===== config.mk =====
export PLATFORM = sky130hd
export DESIGN_NAME = data_mem_arbiter
export DESIGN_NICKNAME = d
export VERILOG_FILES = /design/src/rtl/data_mem_arbiter.sv
export SDC_FILE = /design/constraint.sdc
export NUM_CORES = 1
export LEC_CHECK = 0
export ABC_AREA = 1
export ABC_CLOCK_PERIOD_IN_PS = 2110
export BUFFER_PORTS_ARGS = -buffer_cell sky130_fd_sc_hd__buf_2
export CAP_MARGIN = 20
export CORE_MARGIN = 8
export CORE_UTILIZATION = 35
export DETAILED_ROUTE_END_ITERATION = 7
export HOLD_SLACK_MARGIN = 0.06
export PLACE_DENSITY = 0.7
export SLEW_MARGIN = 20
export SYNTH_ARGS = -nofsm -noshare
export SYNTH_HDL_FRONTEND = slang
export SYNTH_SLANG_ARGS = --single-unit

===== constraint.sdc =====
create_clock -name CLK -period 2.11 [get_ports CLK]
set_input_delay 0.1055 -clock CLK [delete_from_list [all_inputs] [get_ports CLK]]
set_output_delay 0.1055 -clock CLK [all_outputs]
set_load 0.01 [all_outputs]

===== src/rtl/data_mem_arbiter.sv =====
// data_mem_arbiter: round-robin share of the single-port data_memory between the LSU (0) and debug/DMA (1).
// Latency: a request sampled at edge E0 is accessed during E0..E1; ack and read data are visible after E1.
// Backpressure: req is held until its one-cycle ack; a losing requester simply waits for a later grant.
module data_mem_arbiter #(
  parameter int ADDR_WIDTH = 8,
  parameter int DATA_WIDTH = 8
) (
  input  logic                  CLK,
  input  logic                  RST,
  // requester 0: CPU load/store unit
  input  logic                  req0,
  input  logic                  we0,
  input  logic [ADDR_WIDTH-1:0] addr0,
  input  logic [DATA_WIDTH-1:0] wdata0,
  output logic                  ack0,
  output logic [DATA_WIDTH-1:0] rdata0,
  // requester 1: debug / DMA port
  input  logic                  req1,
  input  logic                  we1,
  input  logic [ADDR_WIDTH-1:0] addr1,
  input  logic [DATA_WIDTH-1:0] wdata1,
  output logic                  ack1,
  output logic [DATA_WIDTH-1:0] rdata1,
  // data_memory side
  output logic                  mem_select,
  output logic [ADDR_WIDTH-1:0] mem_address,
  output logic [DATA_WIDTH-1:0] mem_storeData,
  input  logic [DATA_WIDTH-1:0] mem_dataOut,
  output logic                  busy
);

  localparam logic [0:0] IDLE   = 1'b0;
  localparam logic [0:0] ACCESS = 1'b1;

  // One captured access: direction, address and store data.
  typedef struct packed {
    logic                  we;
    logic [ADDR_WIDTH-1:0] addr;
    logic [DATA_WIDTH-1:0] dat;
  } acc_t;

  logic [0:0] state;
  logic       owner;
  logic       last_served;

  logic       in_service;
  logic       elig0;
  logic       elig1;
  logic       grant_vld;
  logic       winner;
  acc_t       win_acc;

  assign in_service = (state == ACCESS);
  assign busy       = in_service;

  // Eligibility: the requester acked at this edge is exactly the owner being
  // retired, so excluding the in-service owner also blocks an immediate
  // re-serve and lets the other side take the very next slot.
  always_comb begin
    elig0     = req0 & ~(in_service & (owner == 1'b0));
    elig1     = req1 & ~(in_service & (owner == 1'b1));
    grant_vld = elig0 | elig1;
  end

  // Round-robin pick: on a tie the side that was not served last wins.
  always_comb begin
    winner = 1'b0;
    if (elig0 && elig1) begin
      winner = ~last_served;
    end else if (elig1) begin
      winner = 1'b1;
    end
    if (winner) begin
      win_acc = '{we: we1, addr: addr1, dat: wdata1};
    end else begin
      win_acc = '{we: we0, addr: addr0, dat: wdata0};
    end
  end

  // Arbitration state and registered memory drive; a grant in ACCESS chains
  // straight into another ACCESS cycle.
  always_ff @(posedge CLK) begin
    if (RST) begin
      state         <= IDLE;
      owner         <= 1'b0;
      last_served   <= 1'b1;
      mem_select    <= 1'b0;
      mem_address   <= '0;
      mem_storeData <= '0;
    end else if (grant_vld) begin
      state         <= ACCESS;
      owner         <= winner;
      last_served   <= winner;
      mem_select    <= win_acc.we;
      mem_address   <= win_acc.addr;
      mem_storeData <= win_acc.dat;
    end else begin
      // address and store data keep their last values while idle
      state      <= IDLE;
      mem_select <= 1'b0;
    end
  end

  // Completion: pulse the owner's ack at the end of ACCESS and capture read
  // data; during ACCESS mem_select still carries the latched direction.
  always_ff @(posedge CLK) begin
    if (RST) begin
      ack0   <= 1'b0;
      ack1   <= 1'b0;
      rdata0 <= '0;
      rdata1 <= '0;
    end else begin
      ack0 <= 1'b0;
      ack1 <= 1'b0;
      if (in_service) begin
        if (owner) begin
          ack1 <= 1'b1;
          if (!mem_select) begin
            rdata1 <= mem_dataOut;
          end
        end else begin
          ack0 <= 1'b1;
          if (!mem_select) begin
            rdata0 <= mem_dataOut;
          end
        end
      end
    end
  end

endmodule

; Word level (Yosys, flattened, before mapping)
; Index checks and enable logic that the tools add are counted.
[classes]
muxes = 6
bitwise_logic = 12
reduce_logical = 5
[op_table]
columns = cell, n
row1 = $mux W17, 1
row2 = $not A1 Y1, 7
row3 = $reduce_and A3 Y1, 2
row4 = $mux W1, 5
row5 = $and A1 B1 Y1, 4
row6 = $reduce_or A2 Y1, 2
row7 = $logic_and A1 B1 Y1, 1
row8 = $or A1 B1 Y1, 1
[word_totals]
ff_bits = 38
inputBits = 46
wordCells = 33

; Longest topological paths before layout
; Gate-level depths: netlist (run 1).
[logic_depth]
depth_word = 7
depth_mapped = 8
mapped_depth_nobuf = 7

; Worst setup path before layout (run 1)
; OpenSTA, ideal clock, no wires.
[synth_path]
kind = reg-to-reg
startpoint = register state, in the netlist busy
endpoint = register rdata1[0]
setup_ps = 116
arrival_time_ps = 1106
t_required_ps = 1994
setup_slack_ps = 888
path_stages_with_launch = 6
n_path_buf = 0
path_cell_list = dfxtp_1 -> nand2_1 -> nor2_1 -> inv_1 -> nor2_1 -> nor2_1
[synth_between]
elab_chain_len = 1
[synth_lines]
columns = item, line
row1 = start: declaration, 42  ; logic [0:0] state;
row2 = start signal: assignment, 84  ; state <= IDLE;
row3 = start signal: assignment, 91  ; state <= ACCESS;
row4 = start signal: assignment, 99  ; state <= IDLE;
row5 = $reduce_and A3 Y1 (no line), n/a
row6 = end signal: assignment, 119  ; rdata1 <= mem_dataOut;
row7 = end: declaration, 23  ; output logic [DATA_WIDTH-1:0] rdata1,
; No other way between the ends.
; A chain may end at the register's enable or synchronous reset.

; Worst setup path after layout (run 1)
[layout_path]
startpoint = register owner
endpoint = register mem_storeData[2]
[layout_between]
elab_chain_len = 7
elab_cells_between_ends = 12
classes_between = mux (3) / bitwise (8) / reduce/logical (1)
[layout_lines]
columns = item, line
row1 = start: declaration, 43  ; logic owner;
row2 = start signal: assignment, 92  ; owner <= winner;
row3 = $not A1 Y1 (no line), n/a
row4 = $and A1 B1 Y1, 60  ; elig0 = req0 & ~(in_service & (owner == 1'b0));
row5 = $not A1 Y1, 60
row6 = $and A1 B1 Y1, 60
row7 = $logic_and A1 B1 Y1, 68  ; if (elig0 && elig1) begin
row8 = $mux W1, 68
row9 = $mux W17, 73  ; if (winner) begin
row10 = end signal: assignment, 96  ; mem_storeData <= win_acc.dat;
row11 = end: declaration, 27  ; output logic [DATA_WIDTH-1:0] mem_storeData,
; Several ways; a longest one is shown, not always the timed one.

==> results of run 1 <==
==> logic make-up (layout without fill, tap and decap cells) <==
family | Yosys count | count (layout) | synth area share [%]
simple gates | 112 | 112 | 30.4
buf+inv | 51 | 139 | 13.6
flops | 38 | 38 | 46.7
compound gates | 28 | 28 | 9.29
==> metal layers <==
metal / share of wire, % / global-route usage (%) / wire [um]
met1: 46 / 14.5 / 2060
met2: 44 / 20.6 / 1960
met3: 7.7 / 4.36 / 346
met4: 2.5 / 7.85 / 110
met5: 0 / 0 / 0
==> what timing repair did <==
action,CTS,global route
setup endpoints to repair,0,0
hold buffers,6,0
hold endpoints to repair,6,0
resized for setup,0,0
==> cells in the mapped netlist (all sizes together) <==
cell type  instances
nand2             55
inv               44
dfxtp             38
nand3             35
nor2              21
o21ai             17
a21oi             11
buf                6
clkbuf             1
nand3b             1
==> per-stage QoR <==
stage	util, %	area, um^2	worst slack, ps	hold WS [ps]	total power [mW]
final	47.9	2200	557	68.0	1.63
after global routing	47.9	2200	407	93.2	1.73
after CTS	47.9	2200	549	63.6	1.66
after detailed placement	44.5	2050	565	346	1.13
after global placement	44.5	2050	585	346	1.12
after floorplan	-	1630	888	175	1.00
==> final cells by class <==
class | instances | share of cell area, %
repair buffers | 87 | 21.1
clock buffers | 6 | 3.75
flip-flops and latches | 38 | 34.6
multi-input cells | 140 | 29.4
clock inverters | 2 | 0.569
inverters | 44 | 7.50
well taps | 54 | 3.07
==> worst register-to-register path, cell delays in order (launching register included) <==
cell and delay (ps):
dfxtp_1 360, inv_1 70, nand2_2 90, nand3_2 340
nand2_4 350, nand2_1 80, nand3_1 90, nand2_1 60
==> flip-flops by register name, summed over array words and instances, names as in the netlist <==
register and count:
last_served 1, ack0 1, rdata0 8, mem_address 8
mem_select 1, mem_storeData 8, rdata1 8, busy 1
ack1 1, owner 1
==> how the worst min path moves through the flow <==
stage / startpoint / to / cells past startpoint
finish: mem_dataOut[2] / rdata1[2]$_SDFFE_PP0P_ / 3
floorplan: RST / owner$_SDFFE_PP0P_ / 1
global placement: we0 / mem_select$_SDFF_PP0_ / 3
global route: mem_dataOut[2] / rdata1[2]$_SDFFE_PP0P_ / 3
detailed placement: we0 / mem_select$_SDFF_PP0_ / 3
CTS: mem_dataOut[2] / rdata1[2]$_SDFFE_PP0P_ / 3
==> report_power, final <==
group	switching, mW	internal, mW
registers	0.0318	0.778
clock network	0.256	0.262
logic	0.179	0.126
==> impl_metrics.json, run 1 <==
{
  "outcome": "finished clean",
  "vias": 1651,
  "maxCapViolations": 0,
  "worst_r2r_path_depth": 7,
  "final_antenna_net_count": 0,
  "slowest_delay_ps": 360,
  "cp_common_cell": "nand2_1",
  "synth_fp_nets": 275,
  "hold_class": "in -> reg",
  "regArea_um2": 761,
  "final_cell_mix": "81 x buf_2, 51 x nand2_1, 43 x inv_1",
  "grt_max_degree": 20,
  "vdd_drop_max_uv": 306,
  "p_per_area_nw_per_um2": 742,
  "cts-root-buf": "clkbuf_8",
  "yosysSeqAreaShare_pct": 46.7,
  "die_h_um": 84.2,
  "fin_tns_setup_ps": 0,
  "cts_max_level": 2,
  "start_util_pct": 35.4,
  "cp_slowest_cell": "dfxtp_1",
  "routedWlPerCell_um": 12.1,
  "crit_path_start": "owner$_SDFFE_PP0P_",
  "worstReg2RegEnd": "mem_storeData[2]$_SDFFE_PP0P_",
  "cts_tree": "built",
  "ioPinCount": 82,
  "gp_congestion": 0.759,
  "post_cts_buffers": 0,
  "synthTopCellsByArea": "dfxtp_1 47%, nand2_1 12%, nand3_1 10%, inv_1 9.9%, o21ai_0 5.2%",
  "clock_skew_ps": 6.50,
  "yosysWarningCount": 0,
  "worst_pin_slew_ps": 489,
  "core.rowCount": 25,
  "path_delay_family": "simple AND/OR/NAND/NOR gates",
  "multi_input_area_um2": 647,
  "crit_path_end_kind": "flop",
  "path_class": "reg -> reg",
  "drive_gt1_share_pct": 30.6,
  "crit_end": "mem_storeData[2]$_SDFFE_PP0P_",
  "start_kind": "flop",
  "cts_buffers": 5,
  "rrSetupSlack_ps": 560,
  "antenna_cells": 0,
  "setup_viol": 0,
  "yosysUniqueCellTypes": 18,
  "synth_top_cell_by_area": "dfxtp_1",
  "crit_required_ps": 2290,
  "finalCriticalPeriod_ps": 1550,
  "period_share_pct": 73.6,
  "crit_chain": "inv_1 > nand2_2 > nand3_2 > nand2_4 > nand2_1 > nand3_1 > nand2_1",
  "cts_sinks": 38,
  "grtUsageTotal_pct": 12.9,
  "nFillCells": 476,
  "synth_top_cell_area_share_pct": 46.7,
  "cts.clk_slew.worst_paths_ps": 80,
  "ys_ff_latch": 38,
  "hold_viol": 0,
  "path_buf_inv": 1,
  "layout_commonest_cell": "buf_2",
  "grt_pass1_vias": 1688,
  "dieArea_um2": 7090,
  "relSlewSlack_pct": 67.3,
  "coreArea_um2": 4600,
  "arrival_ps": 1730,
  "nets": 362,
  "firstDrtPassIters": 4,
  "finalMaxSlewViolations": 0,
  "wl_um": 4480,
  "syn2layout_area_growth_pct": 35.1,
  "synth.cell_area_um2": 1630,
  "grt_first_pass_wirelength_um": 7540,
  "p_leak_nw": 1.27,
  "antenna_found_initial": 0,
  "overflow": 0,
  "via_per_inst": 4.45,
  "io_buffers": 81,
  "fmax_mhz": 644,
  "r2r_start": "owner$_SDFFE_PP0P_",
  "route.detailed.drc": 0,
  "fin_cells": 371,
  "clock_path_buffers": 2,
  "clock_latency_ps": 290,
  "critPathMaxFanout": 19,
  "hpwl_um": 3390,
  "dr.first_iter.drc_count": 76,
  "crit_cells": 7,
  "synth_cells": 229,
  "synth_area_per_cell_um2": 7.11,
  "rsz0062_at_grt": "no",
  "die_w_um": 84.2,
  "post-place-cells": 357
}
Note: power is estimated with default switching activity, not from simulation.
==> run 2: changes to the inputs <==
--- a/config.mk
+++ b/config.mk
@@ -5,15 +5,15 @@
 export SDC_FILE = /design/constraint.sdc
 export NUM_CORES = 1
 export LEC_CHECK = 0
-export ABC_AREA = 1
-export ABC_CLOCK_PERIOD_IN_PS = 2110
+export ABC_AREA = 0
+export ABC_CLOCK_PERIOD_IN_PS = 1370
 export BUFFER_PORTS_ARGS = -buffer_cell sky130_fd_sc_hd__buf_2
 export CAP_MARGIN = 20
 export CORE_MARGIN = 8
 export CORE_UTILIZATION = 35
 export DETAILED_ROUTE_END_ITERATION = 7
 export HOLD_SLACK_MARGIN = 0.06
-export PLACE_DENSITY = 0.7
+export PLACE_DENSITY = 0.74
 export SLEW_MARGIN = 20
 export SYNTH_ARGS = -nofsm -noshare
 export SYNTH_HDL_FRONTEND = slang
==> constraint.sdc (replaced) <==
create_clock -name CLK -period 1.37 [get_ports CLK]
set_input_delay 0.0685 -clock CLK [delete_from_list [all_inputs] [get_ports CLK]]
set_output_delay 0.0685 -clock CLK [all_outputs]
set_load 0.01 [all_outputs]
==> impl_metrics.json, run 2 <==
{
  "synth_top_cell_by_area": "dfxtp_1",
  "finalCriticalPeriod_ps": 1340,
  "grtUsageTotal_pct": 15.1,
  "grt_pass1_vias": 1643,
  "outcome": "finished clean",
  "p_per_area_nw_per_um2": 1070,
  "placed_cell_area_um2": 1970,
  "critPathMaxFanout": 18,
  "vdd_drop_max_uv": 576,
  "antenna_found_initial": 0,
  "via_per_inst": 4.83,
  "maxCapViolations": 0,
  "p_leak_nw": 1.19,
  "layout_commonest_cell": "buf_2",
  "combPwrFrac_pct": 19.8,
  "clock_latency_ps": 290,
  "wl_um": 4880,
  "routedWlPerCell_um": 15.1,
  "synth_top_family_by_area": "compound AO/OA/AOI/OAI gates",
  "setup_viol": 0,
  "hpwl_um": 3040,
  "coreArea_um2": 4030,
  "syn2layout_area_growth_pct": 67.2,
  "min-delay-start": "addr0[5]",
  "finalInstanceArea_um2": 2480,
  "die_w_um": 81.1,
  "grt_max_degree": 21,
  "final_cell_mix": "81 x buf_2, 39 x dlygate4sd3_1, 37 x dfxtp_1",
  "synth.cell_area_um2": 1480,
  "cts.clk_slew.worst_paths_ps": 70,
  "drive_gt1_share_pct": 38.3,
  "seqPwrFrac_pct": 46.7,
  "synthTopCellsByCount": "38 x dfxtp_1, 24 x nand2_1, 18 x a21oi_1, 17 x mux2i_1, 16 x o2bb2ai_1",
  "fin_ws_ps": 25.1,
  "cts-root-buf": "clkbuf_8",
  "async_flop_share_pct": 0,
  "final_antenna_net_count": 0,
  "yosysMostFrequentCell": "dfxtp_1",
  "start_kind": "flop",
  "synth_xor_area_share_pct": 0,
  "grt.met2_usage_pct": 21.3,
  "cts_buffers": 5,
  "synth_cells": 148,
  "worst_pin_slew_ps": 329,
  "period_share_pct": 98.2,
  "synth_fa_ha_area_share_pct": 0,
  "r2r_start": "busy$_SDFF_PP0_",
  "core.rowCount": 23,
  "pwr-share-clk_pct": 33.5,
  "busiest_layer": "met2",
  "route.detailed.drc": 0,
  "gp_congestion": 0.793,
  "hold_class": "in -> reg",
  "arrival_ps": 1510,
  "nFillCells": 329,
  "synth_compound_area_share_pct": 20.7,
  "fmax_mhz": 744,
  "synth_enable_flop_cells": 0,
  "crit_path_end_kind": "flop",
  "synthTopCellsByArea": "dfxtp_1 51%, mux2i_1 11%, o2bb2ai_1 9.4%, a21oi_1 6.1%, nand2_1 6.1%",
  "holdPathStages": 3,
  "grt_use_met1_pct": 18.8,
  "clock_path_buffers": 2,
  "rrSetupSlack_ps": 30,
  "cts_sinks": 38,
  "overflow": 0,
  "cts_tree": "built",
  "p_sw_share_pct": 25.3,
  "hold_path_end": "mem_address[5]$_SDFFE_PP0P_",
  "finalMaxSlewViolations": 0,
  "vias": 1564,
  "ioPinCount": 82,
  "worst_r2r_path_depth": 5,
  "relSlewSlack_pct": 78.0,
  "ys_dominant_reg_cell": "dfxtp_1",
  "synthMuxAreaShare_pct": 11.5,
  "dr.first_iter.drc_count": 75,
  "p_int_mw": 1.97,
  "path_class": "reg -> reg",
  "io_buffers": 81,
  "nets": 319,
  "dp_slack_ps": 28.8,
  "dieArea_um2": 6580,
  "synth_top_cell_area_share_pct": 51.3,
  "switching_power_mw": 0.668,
  "clock_skew_ps": 6.39,
  "synth_area_per_cell_um2": 10.0,
  "hold_viol": 0,
  "yosysUniqueCellTypes": 22,
  "antenna_cells": 0,
  "yosysWarningCount": 0,
  "cts_max_level": 2,
  "firstDrtPassIters": 4,
  "die_h_um": 81.1,
  "worstReg2RegEnd": "mem_storeData[0]$_SDFFE_PP0P_",
  "synth_fp_nets": 194,
  "synthSimpleGateAreaFrac_pct": 12.1,
  "start_util_pct": 36.8,
  "yosysSeqAreaShare_pct": 51.3,
  "crit_required_ps": 1530,
  "fin_tns_setup_ps": 0,
  "grt_first_pass_wirelength_um": 7780,
  "ys_ff_latch": 38,
  "use_met3_pct": 8.83
}
run 2: cell count changes in the layout (fill, tap and decap cells not counted), sizes merged, moves of 8 or more:
| cell | delta |
|---|---|
| o21ai | -9 |
| dlygate4sd3 | +33 |
| o2bb2ai | +16 |
| mux2i | +17 |
| inv | -43 |
| nand2 | -30 |
| nand3 | -34 |
| a21oi | +8 |
| nor2 | -16 |
run 2: worst max path at each step:
| stage | slack [ps] | cells past startpoint | end | startpoint |
|---|---|---|---|---|
| 2_1_floorplan | 50 | 6 | mem_address[0]$_SDFFE_PP0P_ | busy$_SDFF_PP0_ |
| 3_3_place_gp | 80 | 4 | mem_storeData[2]$_SDFFE_PP0P_ | owner$_SDFFE_PP0P_ |
| 3_5_place_dp | 30 | 4 | mem_storeData[0]$_SDFFE_PP0P_ | owner$_SDFFE_PP0P_ |
| 4_1_cts | 10 | 4 | mem_storeData[0]$_SDFFE_PP0P_ | owner$_SDFFE_PP0P_ |
| 5_1_grt | -40 | 5 | mem_storeData[0]$_SDFFE_PP0P_ | owner$_SDFFE_PP0P_ |
| 6_report | 30 | 5 | mem_storeData[0]$_SDFFE_PP0P_ | busy$_SDFF_PP0_ |
run 2: worst max-delay path, stage by stage, from the launching register on:
cell       delay, ps
dfxtp_2          350
nand3b_1         160
nand3_1          130
buf_12           190
mux2i_2          250
o2bb2ai_1        120
run 2: cell families after synthesis:
kind of cell,after synthesis
and+or+nand+nor,38
DFF,38
buffers and inverters,10
AOI/OAI and AO/OA,45
muxes,17
run 2: through the flow:
step / std cells / total power, mW / hold WS (ps) / util (%)
6_report: 324 / 2.64 / 74.8 / 61.6
5_1_grt: 324 / 2.77 / 97.8 / 61.6
4_1_cts: 324 / 2.65 / 63.9 / 61.2
3_5_place_dp: 277 / 1.68 / 326 / 48.8
3_3_place_gp: 277 / 1.67 / 314 / 48.8
2_1_floorplan: 148 / 1.48 / 204 / -
run 2: metal layers:
layer	vias to the layer above	share of wire, %
met2	77	41
met4	0	1.3
li1	770	-
met3	6	13
met5	-	0
met1	711	45
run 2: cell type report:
type                    instances  area [um^2]  share of cell area [%]
clock buffers                   8          110                    4.44
well taps                      50         62.6                    2.52
repair buffers                127          873                    35.2
flip-flops and latches         38          762                    30.7
inverters                       1         3.75                   0.151
multi-input cells             100          669                    27.0
run 2: timing repair:
item	CTS	global route
resized for setup	0	3
hold buffers	39	0
setup endpoints to repair	0	17
setup buffers	0	0
hold endpoints to repair	32	0
run 2: power by group through the flow:
stage	Sequential (mW)	Clock, mW	Combinational [mW]
final	1.23	0.884	0.525
after global routing	1.24	0.957	0.567
after CTS	1.23	0.913	0.508
after detailed placement	1.25	0	0.425
after global placement	1.25	0	0.420
after floorplan	1.28	0	0.197
